===== src/rtl/ctrl_pkg.sv =====
// ctrl_pkg: shared state, opcode, command and ALU encodings for the multicycle control path
package ctrl_pkg;
  typedef enum logic [3:0] {
    FETCH, DECODE, MEMADR, MEMRD, MEMWB, MEMWR, EXECR, EXECI, ALUWB, BRANCH, UNKNOWN
  } state_t;
  localparam logic [3:0] PC_REG  = 4'd15;
  localparam int         ALUCTL_W = 2;
  localparam logic [3:0] CMD_ADD = 4'b0100;
  localparam logic [3:0] CMD_SUB = 4'b0010;
  localparam logic [3:0] CMD_AND = 4'b0000;
  localparam logic [3:0] CMD_ORR = 4'b1100;
  localparam logic [3:0] CMD_CMP = 4'b1010;
  localparam logic [ALUCTL_W-1:0] ALU_ADD = 2'b00;
  localparam logic [ALUCTL_W-1:0] ALU_SUB = 2'b01;
  localparam logic [ALUCTL_W-1:0] ALU_AND = 2'b10;
  localparam logic [ALUCTL_W-1:0] ALU_ORR = 2'b11;
  localparam logic [1:0] OP_DP  = 2'b00;
  localparam logic [1:0] OP_MEM = 2'b01;
  localparam logic [1:0] OP_BR  = 2'b10;
endpackage


===== src/rtl/multicycle_control_fsm_alu_decoder.sv =====
// alu_decoder: maps the data-processing cmd/S fields to ALU operation, flag writes and NoWrite
module alu_decoder
  import ctrl_pkg::*;
(
  input  logic [5:0]          Funct,
  input  logic                ALUOp,
  output logic [ALUCTL_W-1:0] ALUControl,
  output logic [1:0]          FlagW,
  output logic                NoWrite
);
  logic [ALUCTL_W-1:0] ctl;
  logic [1:0]          fw;
  logic                s;
  assign s = Funct[0];
  always_comb begin
    ctl     = ALU_ADD;
    fw      = 2'b00;
    NoWrite = 1'b1;
    case (Funct[4:1])
      CMD_ADD: begin ctl = ALU_ADD; fw = s ? 2'b11 : 2'b00; NoWrite = 1'b0; end
      CMD_SUB: begin ctl = ALU_SUB; fw = s ? 2'b11 : 2'b00; NoWrite = 1'b0; end
      CMD_AND: begin ctl = ALU_AND; fw = s ? 2'b10 : 2'b00; NoWrite = 1'b0; end
      CMD_ORR: begin ctl = ALU_ORR; fw = s ? 2'b10 : 2'b00; NoWrite = 1'b0; end
      CMD_CMP: begin ctl = ALU_SUB; fw = 2'b11; end
      default: ;
    endcase
  end
  // Outside the execute states the ALU is only used for address/PC arithmetic.
  assign ALUControl = ALUOp ? ctl : ALU_ADD;
  assign FlagW      = ALUOp ? fw : 2'b00;
endmodule


===== src/rtl/multicycle_control_fsm.sv =====
// multicycle_control_fsm: Moore sequencer and field decode driving the multicycle datapath
module multicycle_control_fsm
  import ctrl_pkg::*;
(
  input  logic                clk,
  input  logic                rst_n,
  input  logic [1:0]          Op,
  input  logic [5:0]          Funct,
  input  logic [3:0]          Rd,
  output logic                IRWrite,
  output logic                NextPC,
  output logic                AdrSrc,
  output logic                ALUSrcA,
  output logic [1:0]          ALUSrcB,
  output logic [1:0]          ResultSrc,
  output logic [ALUCTL_W-1:0] ALUControl,
  output logic [1:0]          ImmSrc,
  output logic [1:0]          RegSrc,
  output logic                PCS,
  output logic                RegW,
  output logic                MemW,
  output logic                NoWrite,
  output logic [1:0]          FlagW
);
  state_t     state;
  logic       exec, wb, dec_nw;
  logic [1:0] dec_fw;
  always_ff @(posedge clk or negedge rst_n)
    if (!rst_n) state <= FETCH;
    else
      case (state)
        FETCH:   state <= DECODE;
        DECODE:  state <= Op == OP_MEM ? MEMADR :
                          Op == OP_DP  ? (Funct[5] ? EXECI : EXECR) :
                          Op == OP_BR  ? BRANCH : UNKNOWN;
        MEMADR:  state <= Funct[0] ? MEMRD : MEMWR;
        MEMRD:   state <= MEMWB;
        EXECR,
        EXECI:   state <= ALUWB;
        default: state <= FETCH;
      endcase
  assign exec = state == EXECR || state == EXECI;
  assign wb   = state == MEMWB || state == ALUWB;
  alu_decoder u_dec (
    .Funct      (Funct),
    .ALUOp      (exec),
    .ALUControl (ALUControl),
    .FlagW      (dec_fw),
    .NoWrite    (dec_nw)
  );
  // Write enables are gated by rst_n so nothing fires while the reset is held.
  assign IRWrite   = rst_n && state == FETCH;
  assign NextPC    = rst_n && state == FETCH;
  assign RegW      = rst_n && wb;
  assign MemW      = rst_n && state == MEMWR;
  assign FlagW     = rst_n ? dec_fw : 2'b00;
  assign NoWrite   = state == ALUWB && dec_nw;
  assign PCS       = rst_n && (state == BRANCH || (wb && Rd == PC_REG && !NoWrite));
  assign AdrSrc    = state == MEMRD || state == MEMWR;
  assign ALUSrcA   = state == FETCH || state == DECODE;
  assign ALUSrcB   = ALUSrcA ? 2'b10 :
                     (state == MEMADR || state == EXECI || state == BRANCH) ? 2'b01 : 2'b00;
  assign ResultSrc = state == MEMWB ? 2'b01 : state == ALUWB ? 2'b00 : 2'b10;
  assign ImmSrc    = Op;
  assign RegSrc    = {Op == OP_MEM && !Funct[0], Op == OP_BR};
endmodule


===== config.mk =====
export PLATFORM = sky130hd
export DESIGN_NAME = multicycle_control_fsm
export DESIGN_NICKNAME = d
export VERILOG_FILES = /design/src/rtl/ctrl_pkg.sv /design/src/rtl/multicycle_control_fsm_alu_decoder.sv /design/src/rtl/multicycle_control_fsm.sv
export SDC_FILE = /design/constraint.sdc
export NUM_CORES = 1
export LEC_CHECK = 0
export CAP_MARGIN = 20
export CORE_UTILIZATION = 38
export CTS_CLUSTER_SIZE = 20
export DETAILED_ROUTE_END_ITERATION = 6
export PLACE_DENSITY = 0.91
export SLEW_MARGIN = 20
export SYNTH_ARGS = -nofsm -noshare
export SYNTH_HDL_FRONTEND = slang
export SYNTH_HIERARCHICAL = 1
export SYNTH_SLANG_ARGS = --single-unit

===== constraint.sdc =====
create_clock -name clk -period 2.35 [get_ports clk]
set_clock_uncertainty 0.15 [all_clocks]
set_input_delay 0.3525 -clock clk [delete_from_list [all_inputs] [get_ports clk]]
set_output_delay 0.3525 -clock clk [all_outputs]
set_load 0.05 [all_outputs]

Word-level counts from Yosys, hierarchy flattened

Index checks and enable logic that the tools add are counted.

Output and inout port bits: 20
Input bits: 14
Register bits after elaboration: 4
Logic and storage cells: 60

Eq/ne operators: 16
Mux-type cells: 18
Reduce and logical (&&, ||, !) cells: 25

Operators with widths:

| kind                                                | count |
|---|---|
| equality test 4 x 3 -> 1 bit, second input constant | 5 |
| equality test 4 bit, second input constant          | 5 |
| one-hot mux 4 bit (5 select lines)                  | 1 |
| 2-to-1 mux 2 bit                                    | 9 |
| equality test 4 x 2 -> 1 bit, second input constant | 3 |
| one-hot mux 2 bit (3 select lines)                  | 2 |
| logical AND 1 bit                                   | 8 |
| zero test 4 bit                                     | 2 |
| 2-to-1 mux 4 bit                                    | 2 |
| OR reduction 2 bit                                  | 4 |
| logical OR 1 bit                                    | 7 |
| equality test 4 x 1 -> 1 bit, second input constant | 1 |
| OR reduction 4 bit                                  | 1 |
| 2-to-1 mux 1 bit                                    | 3 |
| 2-to-1 mux 3 bit                                    | 1 |
| equality test 2 x 1 -> 1 bit, second input constant | 1 |
| equality test 2 bit, second input constant          | 1 |
| zero test 1 bit                                     | 2 |
| zero test 2 bit                                     | 1 |

Logic depth before layout (Yosys ltp)

Gate-level depths: netlist (run 1).

Word-level depth: 8
Gate-level depth with buffers: 5
Gate-level depth less buffers: 4

Cells and area by module

Netlist (run 1), hierarchy kept.

By module, submodules not included:

| module                 | times used | cells each | area an instance (µm²) | sequential area each (µm²) |
|---|---|---|---|---|
| multicycle_control_fsm | 1          | 58         | 439.2                  | 100.1 |
| alu_decoder            | 1          | 15         | 95.1                   | 0.0 |

Worst setup path before layout (run 1)

OpenSTA, ideal clock, no wires.

Path type: register to output
From: reg state[1]
To: out MemW
Buffers on the path: 2
Data required time: 1.847 ns
Cell stages (with the launch flop): 4
Arrival: 2.381 ns
Slack: -0.534 ns
Path through: dfrtp_1 buf_2 buf_1 nor4b_1

Longest elaborated chain between the ends: 2

RTL lines:

| element                      | RTL line                     | RTL |
|---|---|---|
| from (decl)                  | multicycle_control_fsm.sv:25 | `state_t state;` |
| from (signal assigned)       | multicycle_control_fsm.sv:33 | `DECODE: state <= Op == OP_MEM ? MEMADR :` |
| from (signal assigned)       | multicycle_control_fsm.sv:36 | `MEMADR: state <= Funct[0] ? MEMRD : MEMWR;` |
| equality test 4 x 3 -> 1 bit | multicycle_control_fsm.sv:55 | `assign MemW = rst_n && state == MEMWR;` |
| logical AND 1 bit            | multicycle_control_fsm.sv:55 |  |
| to (decl)                    | multicycle_control_fsm.sv:21 | `output logic MemW,` |

No other way between the ends.

Worst setup path in the final report (run 1)

From: reg state[2]
To: out PCS

Longest elaborated chain between the ends: 6
Elaborated cells on any way between the ends: 10
Classes of those cells: eq/ne: 3; reduce/logical: 7

RTL lines:

| element                                                             | RTL line                                                   | RTL |
|---|---|---|
| equality test 4 x 3 -> 1 bit or equality test 4 bit (tied branches) | multicycle_control_fsm.sv:43, multicycle_control_fsm.sv:57 |  |
| logical OR 1 bit or logical AND 1 bit (tied branches)               | multicycle_control_fsm.sv:43, multicycle_control_fsm.sv:57 |  |
| logical AND 1 bit or zero test 1 bit (tied branches)                | multicycle_control_fsm.sv:58                               | `assign PCS = rst_n && (state == BRANCH \|\| (wb && Rd == PC_REG && !NoWrite));` |
| logical AND 1 bit                                                   | multicycle_control_fsm.sv:58                               |  |
| logical OR 1 bit (*)                                                | multicycle_control_fsm.sv:58                               |  |
| logical AND 1 bit (*)                                               | multicycle_control_fsm.sv:58                               |  |
| to (decl)                                                           | multicycle_control_fsm.sv:19                               | `output logic PCS,` |

Mark *: on every way between the ends. The rest lies on a longest branch, timed or not.

==> reports/metrics.yaml, run 1 <==
status:
  outcome: "finished, final reports clean"
critical_path:
  crit_type: "flip-flop to primary output"
  rr_startpoint: "state[2]$_DFF_PN0_"
  required_ns: 1.85
  arrival_ns: 1.80
  setup.worst_path.start: "state[2]$_DFF_PN0_"
  path_max_fanout: 10
  cp-start-kind: "flip-flop"
  reg2reg_slack_ns: 1.14
  endpoint_kind: "primary output"
power:
  seq_power_share: 0.141
  power.leakage_nw: 0.471
  powerDensity_nw_per_um2: 1110
  swShare: 0.516
  p_int_mw: 0.592
  pwr-share-clk: 0.075
  vdd_drop_max_v: 0.00134
  combPwrFrac: 0.783
  p_sw_mw: 0.631
cts:
  clock_sinks: 4
  ctsHoldBuffers: 0
  cts_setup_buffers: 0
  h-tree-depth: 1
  path_clk_slew_ns: 0.04
  cts_buffers: 3
  cts_max_path_buffers: 2
  insertion_delay_ns: 0.24
  cts_tree: "built"
  root_buffer: "clkbuf_4"
die:
  io_pins: 34
  num_rows: 13
  die_x_um: 39.5
  coreArea_sq_um: 1300
  start_util: 0.411
  fp.dieH_um: 39.5
  floorplan.die_area_sq_um: 1560
yosys:
  synth-edff-count: 0
  syn-instance-count: 73
  yosys_warnings: 6
  ys_top_cells_by_area: "dfrtp_1 19%, nor2_1 7.0%, a21oi_1 6.6%"
  yosysSeqAreaShare: 0.187
  synth_most_common_cell: "nor2_1"
  ys.flop_type: "dfrtp_1"
  syn_nets: 87
  ys_ff_latch: 4
  synth-async-reset-ratio: 1.00
  yosysTopAreaCell: "dfrtp_1"
  synth_cell_types: 33
  synth.top_cell.area_share: 0.187
  synth.avg_cell_area_sq_um: 7.32
  yosys-top-cells-count: "10 x nor2_1, 7 x a21oi_1, 7 x nand2_1"
  syn-cell-area_sq_um: 534
final_layout:
  top_register: "state"
  areaGrowthSynthToFinish_pct: 107
  largest_register_ffs: 4
  drive_gt1_frac: 0.406
  n_antenna_cell: 0
  nNetsFinal: 122
  reg.largest.list: "state: 4 flops"
  final-instance-count-excl-fill: 121
routing:
  drt-wirelength-per-cell_um: 13.4
  drt_iter0_drc: 6
  route.detailed.drc: 0
  wirelength_um: 1620
  vias_per_cell: 5.36
  drtAntennaViolNets: 0
  first_pass_iters: 4
  num_vias: 649
placed_design:
  place_inst: 118
  pre_cts_ws_ns: -0.0944
  portBuffers: 33
  gp_congestion: 0.717
  dp_hpwl_um: 1250
grt:
  top_usage_layer: "met2"
  met3_usage: 0.0511
  met2_usage: 0.439
  grt_pass1_vias: 588
  antenna_found_initial: 0
  grt_max_degree: 17
  track_usage: 0.239
  use_met1: 0.256
  grt_pass1_wl_um: 2460
  grt_overflow_total: 0
sta:
  setup_slack_ns: 0.0503
  slew_violations: 0
  worst_pin_slew_ns: 0.375
  fin_crit_ns: 2.30
  fmaxAchievable_mhz: 435
  setup_violations: 0
  finalHoldViolations: 0
  fin_crit_sh: 0.979
  slew_headroom: 0.749
  hold_ws_ns: 0.342
  rsz0062_at_grt: "yes"
run:
  drv_cap: 0
worst_hold_path:
  worstHoldPathType: "primary input to asynchronous set/reset pin"
area by class of cell:
class | count | area (sq um)
Clock buffer | 3 | 22.5
Fill cell | 82 | 195
Inverter | 1 | 3.75
Multi-Input combinational cell | 60 | 414
Sequential cell | 4 | 103
Tap cell | 15 | 18.8
Timing Repair Buffer | 38 | 544
worst max-delay path: stages (launching register included):
cell,delay (ns)
dfrtp_2,0.48
nand2b_4,0.17
or3_4,0.39
a311oi_4,0.29
clkbuf_16,0.22
power groups by stage:
stage / logic, mW / clock network (mW) / registers, mW
floorplan: 0.606 / 0 / 0.126
global placement: 0.931 / 0 / 0.165
detailed placement: 0.948 / 0 / 0.170
CTS: 0.954 / 0.0962 / 0.172
global route: 0.997 / 0.0994 / 0.180
finish: 0.958 / 0.0920 / 0.173
cells by family after synthesis:
group / after synthesis / share of synthesized area
flip-flops: 4 / 0.187
AND/OR/NAND/NOR: 42 / 0.461
XOR/XNOR: 2 / 0.0328
buffers and inverters: 9 / 0.108
AO/OA/AOI/OAI: 16 / 0.211
what timing repair did:
item                                    in CTS  in global routing
endpoints found under the setup margin       2                  2
pin swaps                                    1                  5
resized for setup                            5                  7
final timing paths:
path	to	cells after the start
hold reg to reg	state[3]$_DFF_PN0_	1
setup / recovery	PCS	4
min in group clk	state[3]$_DFF_PN0_	1
setup reg to reg	state[0]$_DFF_PN0_	2
max in group asynchronous	state[3]$_DFF_PN0_	2
hold / removal	state[2]$_DFF_PN0_	2
per-stage QoR:
stage	cell area (sq um)	TNS, ns	util	power (mW)
global route	1110	-0.00272	0.850	1.28
finish	1110	0	0.850	1.22
floorplan	546	0	-	0.732
CTS	1070	0	0.826	1.22
detailed placement	1040	-0.0944	0.800	1.12
global placement	1040	-0.0765	0.800	1.10
routing by layer:
layer  vias to the layer above  share of wire
li1                        319              -
met1                       307           0.39
met2                        23           0.56
met3                         0          0.053
met4                         0              0
met5                         -              0
placed cells by master (no fill, tap or decap), types with 3 or more instances in the layout:
master | netlist | layout
nand2_1 | 7 | 7
buf_12 | 0 | 16
clkbuf_4 | 0 | 3
a21oi_1 | 7 | 7
nor2_1 | 10 | 10
clkdlybuf4s50_1 | 0 | 8
nand2b_4 | 2 | 3
dlymetal6s2s_1 | 0 | 4
nor3b_1 | 4 | 4
o21ai_0 | 4 | 3
buf_4 | 4 | 8
nand2b_1 | 4 | 3
Note: power is estimated with default switching activity, not from simulation.
==> inputs of run 2 (changes only) <==
==> constraint.sdc (replaced) <==
create_clock -name clk -period 2.96 [get_ports clk]
set_clock_uncertainty 0.15 [all_clocks]
set_input_delay 0.444 -clock clk [delete_from_list [all_inputs] [get_ports clk]]
set_output_delay 0.444 -clock clk [all_outputs]
set_load 0.05 [all_outputs]
==> run 2 against run 1 <==
Effect of this change: critical endpoint unchanged; cell count shrank 1.7%; sequential share of layout area is 1.8 points higher; utilization down 16 points; routed wire length fell by 3.0%; largest cell class is now multi-input combinational cells.
==> reports/metrics.yaml, run 2 (same netlist as run 1, synthesis figures left out) <==
cts:
  path_clk_slew_ns: 0.04
  cts_max_path_buffers: 2
  clock_sinks: 4
  cts_setup_buffers: 0
  root_buffer: "clkbuf_4"
  insertion_delay_ns: 0.24
  cts_tree: "built"
  cts_resized: 0
  ctsHoldBuffers: 0
  h-tree-depth: 1
  cts_buffers: 3
power:
  pwr-share-clk: 0.086
  power.leakage_nw: 0.358
  combPwrFrac: 0.743
  p_sw_mw: 0.461
  swShare: 0.568
  vdd_drop_max_v: 0.000528
  powerDensity_nw_per_um2: 899
  seq_power_share: 0.172
  p_int_mw: 0.351
  total_power_mw: 0.812
final_layout:
  final_util: 0.694
  areaGrowthSynthToFinish_pct: 69.1
  largest_register_ffs: 4
  reg.largest.list: "state: 4 flops"
  nNetsFinal: 120
  drive_gt1_frac: 0.250
  top_register: "state"
  final_common_cell: "clkdlybuf4s50_1"
  final-instance-count-excl-fill: 119
  n_antenna_cell: 0
  mostFrequentLayoutCells: "22 x clkdlybuf4s50_1, 10 x nor2_1, 10 x buf_4, 7 x nand2_1, 7 x a21oi_1"
critical_path:
  arrival_ns: 2.21
  path_max_fanout: 7
  r2r_cells: 2
  cp-start-kind: "primary input"
  endpoint_kind: "primary output"
  crit_type: "primary input to primary output"
  required_ns: 2.37
routing:
  first_pass_iters: 4
  wirelength_um: 1570
  route.detailed.drc: 0
  num_vias: 641
  vias_per_cell: 5.39
  drt-wirelength-per-cell_um: 13.2
  drt_iter0_drc: 10
  drtAntennaViolNets: 0
sta:
  rsz0062_at_grt: "no"
  setup_violations: 0
  hold_ws_ns: 0.374
  finalHoldViolations: 0
  slew_violations: 0
  fmaxAchievable_mhz: 356
  tns_ns: 0
  worst_pin_slew_ns: 0.499
  slew_headroom: 0.667
  fin_crit_sh: 0.949
  fin_crit_ns: 2.81
die:
  fp.dieH_um: 39.5
  floorplan.die_area_sq_um: 1560
  io_pins: 34
  num_rows: 13
  start_util: 0.411
  die_x_um: 39.5
  coreArea_sq_um: 1300
run:
  drv_cap: 0
grt:
  grt_overflow_total: 0
  track_usage: 0.226
  grt_pass1_wl_um: 2350
  antenna_found_initial: 0
  grt_pass1_vias: 570
  grt_max_degree: 15
placed_design:
  portBuffers: 33
  dp_hpwl_um: 1220
  gp_congestion: 0.778
  place_inst: 116
worst_hold_path:
  worstHoldPathType: "primary input to asynchronous set/reset pin"
status:
  outcome: "finished, final reports clean"
## run 2: cell count changes in the layout (fill, tap and decap cells not counted), moves of 2 or more
| cell | previous run | this run |
|---|---|---|
| dfrtp_2 | 2 | 0 |
| buf_4 | 8 | 10 |
| clkdlybuf4s50_1 | 8 | 22 |
| buf_12 | 16 | 4 |
| dlymetal6s2s_1 | 4 | 0 |
| dfrtp_1 | 2 | 4 |
## run 2: metrics by stage
stage / cell area (sq um) / worst slack, ns
5_1_grt: 903 / 0.0713
4_1_cts: 903 / 0.159
6_report: 903 / 0.152
3_5_place_dp: 881 / 0.164
3_3_place_gp: 881 / 0.225
2_1_floorplan: 541 / 0.439
## run 2: path summary, 6_finish.rpt
path	startpoint	end	slack, ns
setup / recovery	Funct[3]	PCS	0.15
hold reg to reg	state[3]$_DFF_PN0_	state[3]$_DFF_PN0_	0.48
max in group asynchronous	rst_n	state[2]$_DFF_PN0_	2.16
min in group clk	state[3]$_DFF_PN0_	state[3]$_DFF_PN0_	0.48
hold / removal	rst_n	state[1]$_DFF_PN0_	0.37
setup reg to reg	state[2]$_DFF_PN0_	state[0]$_DFF_PN0_	1.73
## run 2: cell type report
class / count / area [sq um]
clock buffer: 3 / 22.5
timing repair buffer: 36 / 375
sequential: 4 / 100
inverter: 1 / 3.75
fill: 131 / 398
multi-input combinational: 60 / 383
tap: 15 / 18.8
## run 2: power groups by stage
stage,sequential (mW),clock (mW),combinational (mW)
finish,0.139,0.0695,0.603
global route,0.146,0.0755,0.638
CTS,0.139,0.0728,0.604
detailed placement,0.139,0,0.601
global placement,0.133,0,0.593
floorplan,0.0998,0,0.479
## run 2: per-layer routing
metal / vias to the layer above / global-route usage / wire [um]
met1: 296 / 0.254 / 625
li1: 315 / - / -
met3: 0 / 0.0341 / 93
met5: - / 0 / 0
met4: 0 / 0.0776 / 0
met2: 30 / 0.418 / 852
## run 2: critical path, stage by stage
cell and delay (ns):
clkdlybuf4s50_1 0.61, nand2b_1 0.16, nand2_1 0.06, or3_1 0.39, a311oi_2 0.36, buf_12 0.18
